### src/rtl/mem_bus_sched_pkg.sv
// mem_bus_sched_pkg: shared states, requester ids, length codes and widths for mem_bus_sched.
package mem_bus_sched_pkg;
  localparam int AddrLen = 32;
  localparam int RegLen = 32;
  typedef enum logic [1:0] {IDLE, READ, WRITE} state_t;
  typedef enum logic {REQ_D, REQ_IF} req_t;
  localparam logic [2:0] LEN1 = 3'd1, LEN2 = 3'd2, LEN4 = 3'd4;
  function automatic logic [2:0] norm_len(input logic [2:0] l);
    return (l == LEN1 || l == LEN2) ? l : LEN4;
  endfunction
endpackage

### src/rtl/mem_bus_grant.sv
// mem_bus_grant: picks fetch or data requester; round-robin under MEM_BUS_SCHED_RR_EN, else data always wins.
module mem_bus_grant import mem_bus_sched_pkg::*; (
`ifdef MEM_BUS_SCHED_RR_EN
  input  req_t last,
`endif
  input  logic if_req,
  input  logic d_req,
  output logic gnt,
  output req_t gnt_id
);
  assign gnt = if_req | d_req;
`ifdef MEM_BUS_SCHED_RR_EN
  assign gnt_id = (if_req && !(d_req && last == REQ_IF)) ? REQ_IF : REQ_D;
`else
  assign gnt_id = d_req ? REQ_D : REQ_IF;
`endif
endmodule

### src/rtl/mem_bus_sched.sv
// mem_bus_sched: byte-serial memory bus scheduler shared by an instruction-fetch and a data port.
// Define MEM_BUS_SCHED_RR_EN for round-robin arbitration; default is fixed data-first priority.
module mem_bus_sched import mem_bus_sched_pkg::*; #(
  parameter int ADDR_W = AddrLen
) (
  input  logic              clk,
  input  logic              rst,
  input  logic              rdy,
  input  logic              if_req,
  input  logic [ADDR_W-1:0] if_addr,
  input  logic              if_flush,
  output logic              if_done,
  output logic [31:0]       if_data,
  input  logic              d_req,
  input  logic              d_we,
  input  logic [ADDR_W-1:0] d_addr,
  input  logic [2:0]        d_len,
  input  logic [31:0]       d_wdata,
  output logic              d_done,
  output logic [31:0]       d_rdata,
  output logic [ADDR_W-1:0] mem_a,
  output logic [7:0]        mem_dout,
  input  logic [7:0]        mem_din,
  output logic              mem_wr
);
  state_t state;
  req_t who, gnt_id;
  logic gnt, is_wr, wr_q, if_done_q, d_done_q;
  logic [ADDR_W-1:0] base, sel_a;
  logic [2:0] len, cnt;
  logic [RegLen-1:0] wbuf, rbuf, rnext;
`ifdef MEM_BUS_SCHED_RR_EN
  req_t last;
`endif
  mem_bus_grant u_grant (
`ifdef MEM_BUS_SCHED_RR_EN
    .last(last),
`endif
    .if_req(if_req && !if_flush),
    .d_req(d_req),
    .gnt(gnt),
    .gnt_id(gnt_id)
  );
  assign is_wr = gnt_id == REQ_D && d_we;
  assign sel_a = gnt_id == REQ_IF ? if_addr : d_addr;
  // read data trails its address by one cycle, so the byte landing now belongs to cnt-2
  assign rnext = rbuf | (RegLen'(mem_din) << {cnt[1:0] - 2'd2, 3'b000});
  assign mem_wr = wr_q & rdy;
  assign if_done = if_done_q & rdy;
  assign d_done = d_done_q & rdy;
  always_ff @(posedge clk) begin
    if (rst) begin
      state <= IDLE;
      who <= REQ_D;
      base <= '0;
      len <= '0;
      cnt <= '0;
      wbuf <= '0;
      rbuf <= '0;
      mem_a <= '0;
      mem_dout <= '0;
      wr_q <= 1'b0;
      if_done_q <= 1'b0;
      d_done_q <= 1'b0;
      if_data <= '0;
      d_rdata <= '0;
`ifdef MEM_BUS_SCHED_RR_EN
      last <= REQ_D;
`endif
    end else if (rdy) begin
      if_done_q <= 1'b0;
      d_done_q <= 1'b0;
      wr_q <= 1'b0;
      case (state)
        IDLE: if (gnt) begin
          who <= gnt_id;
          base <= sel_a;
          mem_a <= sel_a;
          len <= gnt_id == REQ_IF ? LEN4 : norm_len(d_len);
          wbuf <= d_wdata;
          rbuf <= '0;
          cnt <= 3'd1;
          wr_q <= is_wr;
          if (is_wr) mem_dout <= d_wdata[7:0];
          state <= is_wr ? WRITE : READ;
`ifdef MEM_BUS_SCHED_RR_EN
          last <= gnt_id;
`endif
        end
        READ: if (who == REQ_IF && if_flush) begin
          state <= IDLE;
          cnt <= '0;
          rbuf <= '0;
        end else begin
          if (cnt < len) mem_a <= base + ADDR_W'(cnt);
          if (cnt >= 3'd2) rbuf <= rnext;
          cnt <= cnt + 3'd1;
          if (cnt == len + 3'd1) begin
            state <= IDLE;
            cnt <= '0;
            rbuf <= '0;
            if (who == REQ_IF) if_data <= rnext;
            else d_rdata <= rnext;
            if_done_q <= who == REQ_IF;
            d_done_q <= who == REQ_D;
          end
        end
        WRITE: if (cnt < len) begin
          mem_a <= base + ADDR_W'(cnt);
          mem_dout <= wbuf[{cnt[1:0], 3'b000} +: 8];
          wr_q <= 1'b1;
          cnt <= cnt + 3'd1;
        end else begin
          state <= IDLE;
          cnt <= '0;
          d_done_q <= 1'b1;
        end
        default: state <= IDLE;
      endcase
    end
  end
endmodule
### config.mk
export PLATFORM = sky130hd
export DESIGN_NAME = mem_bus_sched
export DESIGN_NICKNAME = d
export VERILOG_FILES = /design/src/rtl/mem_bus_sched_pkg.sv /design/src/rtl/mem_bus_grant.sv /design/src/rtl/mem_bus_sched.sv
export SDC_FILE = /design/constraint.sdc
export NUM_CORES = 1
export LEC_CHECK = 0
export CAP_MARGIN = 30
export CELL_PAD_IN_SITES_DETAIL_PLACEMENT = 0
export CELL_PAD_IN_SITES_GLOBAL_PLACEMENT = 1
export CORE_MARGIN = 10
export CORE_UTILIZATION = 30
export DETAILED_ROUTE_END_ITERATION = 10
export PLACE_DENSITY_LB_ADDON = 0.2
export RECOVER_POWER = 100
export SYNTH_ARGS = -nofsm -noshare
export SYNTH_HDL_FRONTEND = slang
export SYNTH_SLANG_ARGS = --single-unit
### constraint.sdc
create_clock -name clk -period 3 [get_ports clk]
set_input_delay 0.3 -clock clk [delete_from_list [all_inputs] [get_ports clk]]
set_output_delay 0.3 -clock clk [all_outputs]
set_load 0.02 [all_outputs]
==> flow_summary.ini <==
[logic_synthesis]
synth_cell_type_count = 56
syn_area_mm2 = 0.00922
synth_enable_flop_cells = 0
post_synth_mux_area_share_pct = 6.92
postSynthRegisterBits = 212
yosysWarningCount = 0
main_combinational_cell_family_by_area_after_synthesis = compound AO/OA/AOI/OAI gates
netlist.area_leader.share_pct = 46.1
synth-seq-area-share_pct = 46.1
syn_nets = 1162
synth_async_sr_flop_share_pct = 0
synth_fa_ha_area_share_pct = 1.98
synthesis.instances = 1034
netlist_top_cells_area = sky130_fd_sc_hd__dfxtp_1, sky130_fd_sc_hd__a211oi_1, sky130_fd_sc_hd__a21oi_1, sky130_fd_sc_hd__nand2_1, sky130_fd_sc_hd__nor2_1
yosys.area_share.xor_xnor_pct = 2.92
synth_simple_gate_area_share_pct = 15.8
ys_dominant_reg_cell = sky130_fd_sc_hd__dfxtp_1
synth_top_area_cell = sky130_fd_sc_hd__dfxtp_1
syn_avg_cell_area_um2 = 8.91
synth_compound_gate_area_share_pct = 22.0

[routing]
drtIter0Drc = 389
first_pass_iteration_count_of_the_detailed_router = 4
num_vias = 8124
post_drt_via_cell_ratio = 4.97
totalWireLength_um = 29500
route.detailed.drc = 0
antenna_viol_nets_final = 0
drt-wirelength-per-cell_um = 18.0

[grt]
grt_pass1_wl_um = 46400
grt-ovfl-total = 0
groute.usage.overall_pct = 14.6
grt_antenna_before_repair = 1
grt_pass1_vias = 8051
grt_start_max_net_pins = 65

[setup_path]
crit_type = register to register
crit_arrival_ps = 3140
critPathRequiredTime_ps = 3420
slowest_stage = sky130_fd_sc_hd__o311ai_0
cp_slowest_stage_delay_ps = 770
worstPathCellList = xor3_1 -> o311ai_0 -> or4b_1 -> nor2b_1 -> clkbuf_2 -> a22o_1
worstPathMaxFanout = 8
cp-start-kind = register
worst_r2r_startpoint = cnt[2]$_SDFFE_PP0P_
r2r_setup_slack_ps = 290
ff2ff_path_depth = 6
critical_path.reg2reg.endpoint = rbuf[14]$_SDFFE_PP0P_
critical_path.startpoint = cnt[2]$_SDFFE_PP0P_
critPathCaptureType = register
worst_setup_endpoint = rbuf[14]$_SDFFE_PP0P_

[final_layout]
stdcell_area_mm2 = 0.0126
final_nets = 1347
final_core_util_pct = 41.3
areaGrowthSynthToFinish_pct = 36.4
proportion_of_layout_cells_with_a_drive_suffix_above_1_pct = 7.67
layout.cells.most_common = sky130_fd_sc_hd__dfxtp_1
mostFrequentLayoutCells = sky130_fd_sc_hd__dfxtp_1, sky130_fd_sc_hd__nand2_1, sky130_fd_sc_hd__nor2_1
stdcell_count = 1635

[sta]
finalCriticalPeriod_ps = 2710
slew_headroom_pct = 29.5
slew_viol_final = 0
final.period_utilization_pct = 90.5
clock-skew-final_ps = 11.4
finalSetupViolCount = 0
hold_viol_final = 0
setup_repair_after_global_routing_missed_its_margin = no
timing.fmax_mhz = 368
setup_tns_ps = 0
worst_pin_slew_ps = 1050

[place]
place.detailed.instances = 1588
numPortBuffers = 220
gpl.final_weighted_congestion = 0.785
estimated_wirelength_of_the_detail_placed_design_um = 21200
placement.cell_area_mm2 = 0.0118

[floorplanning]
placement_rows = 64
ios = 221
die_w_um = 195
die_height_um = 195
dieArea_mm2 = 0.0381
core_region_area_mm2 = 0.0304
start_util_pct = 30.3

[clocking]
tritoncts_clock_tree = yes
ctsLongestPathBuffers = 3
tritoncts.num_buffers = 25
clk_root_buffer_cell = sky130_fd_sc_hd__clkbuf_16
cts.htree.levels = 1
postCtsHoldBufs = 0
clk_pin_slew_ps = 60
cts-resized-gates = 0
worst_skew_pair.late_latency_ps = 530
cts.sink_count = 212
cts_post_setup_buffers_inserted = 0

[power_and_ir_drop]
power.total_mw = 7.06
p_per_area_mw_per_mm2 = 561
ir_drop_v = 0.000340
p_leak_nw = 4.71

[worst_hold_path]
hold_class = input port to register

[status]
run_status = completed

[run]
cap_viol_max_count = 0
-- worst min path at each step --
stage	start	endpoint	slack, ps	cells past startpoint
after global routing	rst	if_done_q$_SDFFE_PP0P_	220	2
after CTS	rst	if_done_q$_SDFFE_PP0P_	180	2
final	rst	if_done_q$_SDFFE_PP0P_	190	2
after floorplan	d_done_q$_SDFFE_PP0P_	d_done_q$_SDFFE_PP0P_	430	2
after detailed placement	d_done_q$_SDFFE_PP0P_	d_done_q$_SDFFE_PP0P_	440	2
after global placement	d_done_q$_SDFFE_PP0P_	d_done_q$_SDFFE_PP0P_	440	2
-- metrics by stage --
step           hold slack, ps  setup WS, ps
2_1_floorplan             427           308
3_3_place_gp              435           350
3_5_place_dp              442           295
4_1_cts                   178           520
5_1_grt                   216           174
6_report                  195           285
-- sequential cells by signal, indices dropped and copies added, names as in the netlist, 2 cells and up --
name and count:
if_data 32, rbuf 32, d_rdata 32, base 32, state 2, len 3
mem_dout 8, cnt 3, mem_a 32, wbuf 32
-- cell usage after synthesis (9+ instances only) --
master                       n
sky130_fd_sc_hd__a22o_1     32
sky130_fd_sc_hd__nand3_1    21
sky130_fd_sc_hd__o22ai_1    13
sky130_fd_sc_hd__nand2_1   129
sky130_fd_sc_hd__o21ai_0    13
sky130_fd_sc_hd__inv_1      12
sky130_fd_sc_hd__dfxtp_1   212
sky130_fd_sc_hd__clkbuf_1   55
sky130_fd_sc_hd__ha_1       13
sky130_fd_sc_hd__nor2_1    114
sky130_fd_sc_hd__nor3_1     10
sky130_fd_sc_hd__o211ai_1    9
sky130_fd_sc_hd__mux2i_1    30
sky130_fd_sc_hd__buf_2      12
sky130_fd_sc_hd__mux2_2     14
sky130_fd_sc_hd__xor2_1     15
sky130_fd_sc_hd__a22oi_1    12
sky130_fd_sc_hd__a211oi_1   97
sky130_fd_sc_hd__buf_1      18
sky130_fd_sc_hd__a21oi_1   101
sky130_fd_sc_hd__xnor2_1    13
-- per-layer routing --
metal,up-vias,routed length (um),track usage (%)
met2,180,13500,23.3
met5,-,0,0
li1,4114,-,-
met1,3813,13900,19.4
met4,0,358,2.71
met3,17,1740,4.15
-- critical path: cells and delay by family (launching register included) --
kind	cells	cell delay (ps)
buffers and inverters	1	180
DFF	1	470
and+or+nand+nor	2	490
xor gates and xnor gates	1	490
AOI/OAI and AO/OA	2	970
-- where the power goes --
part           internal (mW)  switching [mW]  total, mW
Sequential              2.96           0.101       3.06
Clock                   1.72            1.22       2.94
Combinational          0.460           0.600       1.06
-- layout make-up --
type / count / area (um^2)
inverter: 12 / 45.0
antenna: 1 / 2.50
multi-input combinational: 722 / 4570
clock inverter: 7 / 55.1
tap: 396 / 495
fill: 3128 / 17900
timing repair buffer: 246 / 2420
sequential: 212 / 4240
clock buffer: 39 / 748
-- cell families (layout without fill, tap and decap cells) --
group	after synthesis	in the layout
mux	52	52
compound gates	302	302
flops	212	212
buf+inv	100	304
simple gates	325	325
other cells	0	1
fa+ha+maj	14	14
xor+xnor	29	29
Power figures use the tool's default switching activity.
